### src/rtl/sgray_counter_pkg.sv
// Shared encodings and Gray/binary conversion helpers for the sgray counter family.
// Helpers work on a fixed-width word; callers zero-extend in and truncate out.
package sgray_pkg;

  localparam int MAX_LEN = 64;
  typedef logic [MAX_LEN-1:0] word_t;

  // Overflow behaviour encodings.
  localparam int WRAP = 0;
  localparam int SAT  = 1;

  // Load value encodings.
  localparam int LOAD_BIN  = 0;
  localparam int LOAD_GRAY = 1;

  function automatic word_t bin2gray(input word_t b);
    return b ^ (b >> 1);
  endfunction

  // Zero upper bits leave the running XOR untouched, so any LEN <= MAX_LEN works.
  function automatic word_t gray2bin(input word_t g);
    word_t b;
    b[MAX_LEN-1] = g[MAX_LEN-1];
    for (int i = MAX_LEN - 2; i >= 0; i--) begin
      b[i] = b[i+1] ^ g[i];
    end
    return b;
  endfunction

endpackage

### src/rtl/sgray_counter_if.sv
// Control and status bundle for sgray_counter; the counter takes the slave side.
interface sgray_counter_if #(
  parameter int LEN = 8
);
  logic           clr;
  logic           load;
  logic [LEN-1:0] load_val;
  logic           en;
  logic           up;
  logic [LEN-1:0] bin;
  logic [LEN-1:0] gray;
  logic           ovf;

  modport master (
    output clr, load, load_val, en, up,
    input  bin, gray, ovf
  );

  modport slave (
    input  clr, load, load_val, en, up,
    output bin, gray, ovf
  );
endinterface

### src/rtl/sgray_to_bin_comb.sv
// Purely combinational Gray-to-binary decoder; bit i is the XOR of gray[LEN-1:i].
module sgray_to_bin_comb #(
  parameter int LEN = 8
) (
  input  logic [LEN-1:0] gray,
  output logic [LEN-1:0] bin
);

  // Each bit is an independent reduction, which keeps the netlist free of
  // a combinational chain through bin itself.
  for (genvar i = 0; i < LEN; i++) begin : g_bit
    assign bin[i] = ^gray[LEN-1:i];
  end

endmodule

### src/rtl/sgray_counter.sv
// Up/down counter with separately registered binary and Gray outputs,
// synchronous clear/load, wrap or saturate mode and a one-cycle overflow flag.
module sgray_counter #(
  parameter int             LEN       = 8,
  parameter int             SATURATE  = 0,
  parameter int             LOAD_GRAY = 0,
  parameter logic [LEN-1:0] RST_VAL   = '0
) (
  input logic             CLK,
  input logic             RST,
  sgray_counter_if.slave  bus
);
  import sgray_pkg::*;

  localparam logic [LEN-1:0] MAX_VAL  = '1;
  localparam logic [LEN-1:0] RST_GRAY = RST_VAL ^ (RST_VAL >> 1);
  localparam bit             SAT_MODE = (SATURATE == sgray_pkg::SAT);
  localparam bit             GRAY_LD  = (LOAD_GRAY == sgray_pkg::LOAD_GRAY);

  logic [LEN-1:0] bin_q;
  logic [LEN-1:0] gray_q;
  logic           ovf_q;

  logic [LEN-1:0] load_dec;
  logic [LEN-1:0] load_bin;
  logic [LEN-1:0] next_bin;
  logic [LEN-1:0] next_gray;
  logic           next_ovf;

  sgray_to_bin_comb #(
    .LEN (LEN)
  ) u_load_dec (
    .gray (bus.load_val),
    .bin  (load_dec)
  );

  assign load_bin = GRAY_LD ? load_dec : bus.load_val;

  // Priority: clr > load > en > hold.
  always_comb begin
    // NOTE: every output gets a default first so no path leaves it unassigned,
    // which is what keeps this block from inferring latches.
    next_bin = bin_q;
    next_ovf = 1'b0;
    if (bus.clr) begin
      next_bin = RST_VAL;
    end else if (bus.load) begin
      next_bin = load_bin;
    end else if (bus.en) begin
      if (bus.up) begin
        if (bin_q == MAX_VAL) begin
          next_ovf = 1'b1;
          next_bin = SAT_MODE ? bin_q : '0;
        end else begin
          next_bin = bin_q + LEN'(1);
        end
      end else begin
        if (bin_q == '0) begin
          next_ovf = 1'b1;
          next_bin = SAT_MODE ? '0 : MAX_VAL;
        end else begin
          next_bin = bin_q - LEN'(1);
        end
      end
    end
  end

  // Gray is encoded from the next value, not from bin_q, so the Gray register
  // is loaded in the same edge and toggles one bit per count step.
  assign next_gray = LEN'(bin2gray(word_t'(next_bin)));

  always_ff @(posedge CLK or posedge RST) begin
    // NOTE: state registers use non-blocking assignments so every register
    // samples the pre-edge values regardless of statement order.
    if (RST) begin
      bin_q  <= RST_VAL;
      gray_q <= RST_GRAY;
      ovf_q  <= 1'b0;
    end else begin
      bin_q  <= next_bin;
      gray_q <= next_gray;
      ovf_q  <= next_ovf;
    end
  end

  assign bus.bin  = bin_q;
  assign bus.gray = gray_q;
  assign bus.ovf  = ovf_q;

endmodule

### src/flat_wrapper.sv
// flat-port wrapper written by rule: the top's interface ports become plain ports
module sgray_counter_flat import sgray_pkg::*;
#(
  parameter int             LEN       = 8,
  parameter int             SATURATE  = 0,
  parameter int             LOAD_GRAY = 0,
  parameter logic [LEN-1:0] RST_VAL   = '0
)
  (CLK, RST, bus_clr, bus_load, bus_load_val, bus_en, bus_up, bus_bin, bus_gray, bus_ovf);
  sgray_counter_if #(.LEN(LEN)) bus_i ();
  input logic CLK;
  input logic RST;
  input wire logic [$bits(bus_i.clr)-1:0] bus_clr;
  input wire logic [$bits(bus_i.load)-1:0] bus_load;
  input wire logic [$bits(bus_i.load_val)-1:0] bus_load_val;
  input wire logic [$bits(bus_i.en)-1:0] bus_en;
  input wire logic [$bits(bus_i.up)-1:0] bus_up;
  output wire logic [$bits(bus_i.bin)-1:0] bus_bin;
  output wire logic [$bits(bus_i.gray)-1:0] bus_gray;
  output wire logic [$bits(bus_i.ovf)-1:0] bus_ovf;
  assign bus_i.clr = bus_clr;
  assign bus_i.load = bus_load;
  assign bus_i.load_val = bus_load_val;
  assign bus_i.en = bus_en;
  assign bus_i.up = bus_up;
  assign bus_bin = bus_i.bin;
  assign bus_gray = bus_i.gray;
  assign bus_ovf = bus_i.ovf;
  sgray_counter #(.LEN(LEN), .SATURATE(SATURATE), .LOAD_GRAY(LOAD_GRAY), .RST_VAL(RST_VAL)) u_core (.CLK(CLK), .RST(RST), .bus(bus_i));
endmodule
### config.mk
export PLATFORM = sky130hd
export DESIGN_NAME = sgray_counter_flat
export DESIGN_NICKNAME = d
export VERILOG_FILES = /design/src/rtl/sgray_counter_pkg.sv /design/src/rtl/sgray_counter_if.sv /design/src/rtl/sgray_to_bin_comb.sv /design/src/rtl/sgray_counter.sv /design/src/flat_wrapper.sv
export SDC_FILE = /design/constraint.sdc
export NUM_CORES = 1
export LEC_CHECK = 0
export CAP_MARGIN = 20
export CORE_MARGIN = 2
export CORE_UTILIZATION = 30
export DETAILED_ROUTE_END_ITERATION = 8
export SYNTH_ARGS = -nofsm -noshare
export SYNTH_HDL_FRONTEND = slang
export SYNTH_SLANG_ARGS = --single-unit
### constraint.sdc
create_clock -name CLK -period 3 [get_ports CLK]
set_input_delay 0.6 -clock CLK [delete_from_list [all_inputs] [get_ports CLK]]
set_output_delay 0.6 -clock CLK [all_outputs]
set_load 0.005 [all_outputs]
==> results.txt <==
----------------------------------------------------
[Routing]
  Avg WL per Cell ... 14.7 um
  Via/cell ratio ... 5.19
  Final ANT Viol Nets ... 0
  Iter 0 DRT Violations ... 21
  Vias ... 1,049
  Detailed Routing Iterations Pass 1 ... 4
  Final Routed Wirelength ... 2960 um
  Remaining routing DRC violations ... 0

[Clock tree]
  Clock buffers created by TritonCTS ... 3
  Root buffer cell ... clkbuf_8
  CTS H-tree lvls ... 1
  Maximum count of clock buffers along a single path ... 2
  Clock-pin slew on the worst setup and hold paths ... 0.07 ns
  Clock sinks ... 16
  Total setup buffers inserted after CTS ... 0
  Number of hold buffers added after CTS ... 0
  CTS tree ... yes
  Post-CTS resize count ... 0
  Worst-Skew Late Latency ... 0.25 ns

[Logic synthesis]
  Part of the Yosys area used for sequential elements ... 32.8%
  Post-synthesis cell type count ... 49
  Fraction of synthesis flops using an asynchronous set or reset pin ... 100%
  Area fraction in compound gates after synthesis ... 21.1%
  Number of enable flip-flop cells after synthesis ... 0
  Yosys top cell by area ... dfrtp_1
  Area share of the largest cell type after synthesis ... 32.8%
  Post-synthesis sequential element count ... 16
  Largest family of logic cells by synthesized area ... simple AND/OR/NAND/NOR gates
  Leading post-synthesis cells by cell area ... dfrtp_1 33%, xnor2_1 5.7%, nor2_1 4.3%, a221oi_2 3.7%, a31oi_4 3.5%
  Post-synthesis mux area share ... 1.74%
  Post-synth design cell area ... 1220 sq um
  Number of instances in the synthesized netlist ... 125
  Yosys Warn Count ... 0
  Adder-cell share of the synthesized area ... 3.08%
  Post-synthesis share of cell area spent on xor and xnor gates ... 8.62%
  Post-synth top flop ... dfrtp_1
  Synthesized net count ... 142
  Post-synthesis average cell area ... 9.76 sq um
  Simple-gate area share of the yosys netlist ... 21.9%

[STA]
  Worst slew margin relative to its limit ... 59.5%
  Final Skew ... 0.00617 ns
  Fraction of the cycle the final worst path needs ... 77.1%
  Post-Route Setup TNS ... 0 ns
  Fmax ... 432 MHz
  Final Hold Fails ... 0
  Number of pins exceeding their max-slew limit in the final report ... 0
  Transition time at the pin with the least slew margin ... 0.607 ns
  Final Setup Violations ... 0
  Min Tclk post-route ... 2.31 ns
  Unrepaired setup endpoints after global routing ... no

[Global route]
  Initial antenna violation count ... 0
  Number of global-route vias before repair ... 1,035
  Global-route wire length before repair ... 4910 um
  Overflow after GRT ... 0
  Pin count of the biggest net entering global routing ... 17
  All-Layer GR Usage ... 14.3%

[Power and ir drop]
  Proportion of power drawn by combinational gates ... 31.0%
  Portion of total power attributed to the clock network ... 28.9%
  Total power density per cell area ... 419 nW/um^2
  Part of the power in registers ... 40.1%
  Switching portion of total power ... 29.5%
  Leak Pwr ... 0.630 nW
  Internal power ... 0.466 mW
  Net switching power figure ... 0.195 mW
  IR Drop Worst-Case VDD ... 0.000257 V

[Floorplanning]
  Floorplan core area ... 3940 sq um
  Starting utilization of the core area ... 30.9%
  Count of standard-cell rows ... 23
  Die Area ... 4590 sq um
  Number of primary I/O pins ... 31
  X dimension of the die ... 67.8 um
  Die height ... 67.8 um

[Worst hold path]
  Min-Delay Path Class ... input port to async pin

[Job]
  Max_cap viols ... 0

[Final layout]
  Total inserted antenna cells ... 0
  Sequential cell area ... 400 sq um
  Area growth from synthesis to layout ... 29.3%
  Filler cells ... 389
  Number of nets in the final layout ... 170
  Fin area ... 1580 sq um
  Final core occ ... 40.0%
  Share of layout cells above drive strength 1 ... 15.1%
  Multi-input logic area ... 689 sq um
  Non-filler instance count after layout ... 202

[Critical path]
  Critical path launch point type ... flop
  Highest fanout seen on the critical path ... 9
  Crit path required time ... 3.13 ns
  Critical Path Sink Type ... flop
  Critical path class ... flop to flop
  Arrival @ worst endpoint ... 2.44 ns

[Placement]
  Cell Count Post-Placement ... 198
  PortBufs ... 30
  DPL Wire Length ... 2340 um
  Placed Area ... 1520 sq um
  Gpl congestion ... 0.872

[Run status]
  Outcome ... finished, final reports clean

----------------------------------------------------
[state kept, by name, indices dropped and copies added, names as in the netlist]
signal / cells
u_core.bus.bin: 8
u_core.bus.ovf: 1
u_core.bus.gray: 7
[worst max-delay path: stages, from the launching register on]
cell	delay [ns]
dfrtp_1	0.53
clkinv_1	0.21
ha_1	0.25
and2b_1	0.21
a31oi_4	0.28
a221oi_2	0.09
o21ai_1	0.27
mux2_1	0.35
[cell usage after synthesis (2+ instances only)]
library cell  instances
xor2_1                4
nand2_1               4
nor3b_1               3
buf_6                 3
a31oi_1               3
buf_4                 2
nand4_1               2
ha_1                  3
xnor2_1               8
clkinv_1              2
a21oi_1               4
clkbuf_1              2
a221oi_2              3
o21ai_1               4
o21ai_0               3
a31oi_4               2
dfrtp_1              16
nand3_1               5
nor2_1               14
inv_1                 8
nor4_4                2
[logic make-up (layout without fill, tap and decap cells)]
group / after synthesis / in the layout
AND/OR/NAND/NOR: 42 / 42
multiplexers: 2 / 2
buffers and inverters: 20 / 47
XOR/XNOR: 12 / 12
AO/OA/AOI/OAI: 30 / 30
flip-flops: 16 / 16
adder cells (fa/ha/maj): 3 / 3
[routing by layer]
layer	vias to the layer above	track usage [%]	part of all wire (%)
li1	501	-	-
met1	513	18.1	44
met2	32	24.1	51
met3	3	3.67	4.8
met4	0	3.25	0.34
met5	-	0	0
[cells in the final DEF, fill, tap and decap left out, drive strengths merged, types with 3 or more instances in the layout]
| cell type | Yosys | layout |
|---|---|---|
| nand3 | 6 | 6 |
| clkbuf | 3 | 4 |
| nand2 | 4 | 4 |
| inv | 8 | 8 |
| clkdlybuf4s50 | 0 | 30 |
| nor3b | 3 | 3 |
| nand4 | 3 | 3 |
| dfrtp | 16 | 16 |
| ha | 3 | 3 |
| nor4 | 3 | 3 |
| o21ai | 7 | 7 |
| a21oi | 4 | 4 |
| a221oi | 3 | 3 |
| xnor2 | 8 | 8 |
| xor2 | 4 | 4 |
| a31oi | 5 | 5 |
| nor2 | 15 | 15 |
[final cells by class]
type | count | area share (%)
inverter | 11 | 3.49
tap | 50 | 3.97
timing repair buffer | 32 | 20.0
clock buffer | 4 | 3.49
multi-input combinational | 89 | 43.7
sequential | 16 | 25.4
[per-stage QoR]
stage | hold WS (ns) | power, mW | setup WS (ns)
4_1_cts | 0.743 | 0.667 | 0.679
3_5_place_dp | 0.777 | 0.475 | 0.499
6_report | 0.721 | 0.662 | 0.686
5_1_grt | 0.798 | 0.696 | 0.528
3_3_place_gp | 0.785 | 0.472 | 0.524
2_1_floorplan | 0.514 | 0.393 | 0.970
[final timing paths]
check | start | end | slack, ns | cells past startpoint
max in group asynchronous | RST | u_core.bus.gray[1] | 1.88 | 2
max | u_core.bus.bin[0] | u_core.bus.gray[1] | 0.69 | 7
min | RST | u_core.bus.bin[2] | 0.72 | 2
min in group CLK | u_core.bus.bin[7] | u_core.bus.bin[7] | 0.79 | 2
min reg2reg | u_core.bus.bin[7] | u_core.bus.bin[7] | 0.79 | 2
max reg2reg | u_core.bus.bin[0] | u_core.bus.gray[1] | 0.69 | 7
[power groups by stage]
stage | Combinational, mW | Sequential (mW) | Clock [mW]
detailed placement | 0.206 | 0.270 | 0
global placement | 0.203 | 0.269 | 0
finish | 0.205 | 0.265 | 0.191
CTS | 0.207 | 0.266 | 0.194
floorplan | 0.135 | 0.258 | 0
global route | 0.226 | 0.270 | 0.200
Power figures use the tool's default switching activity.
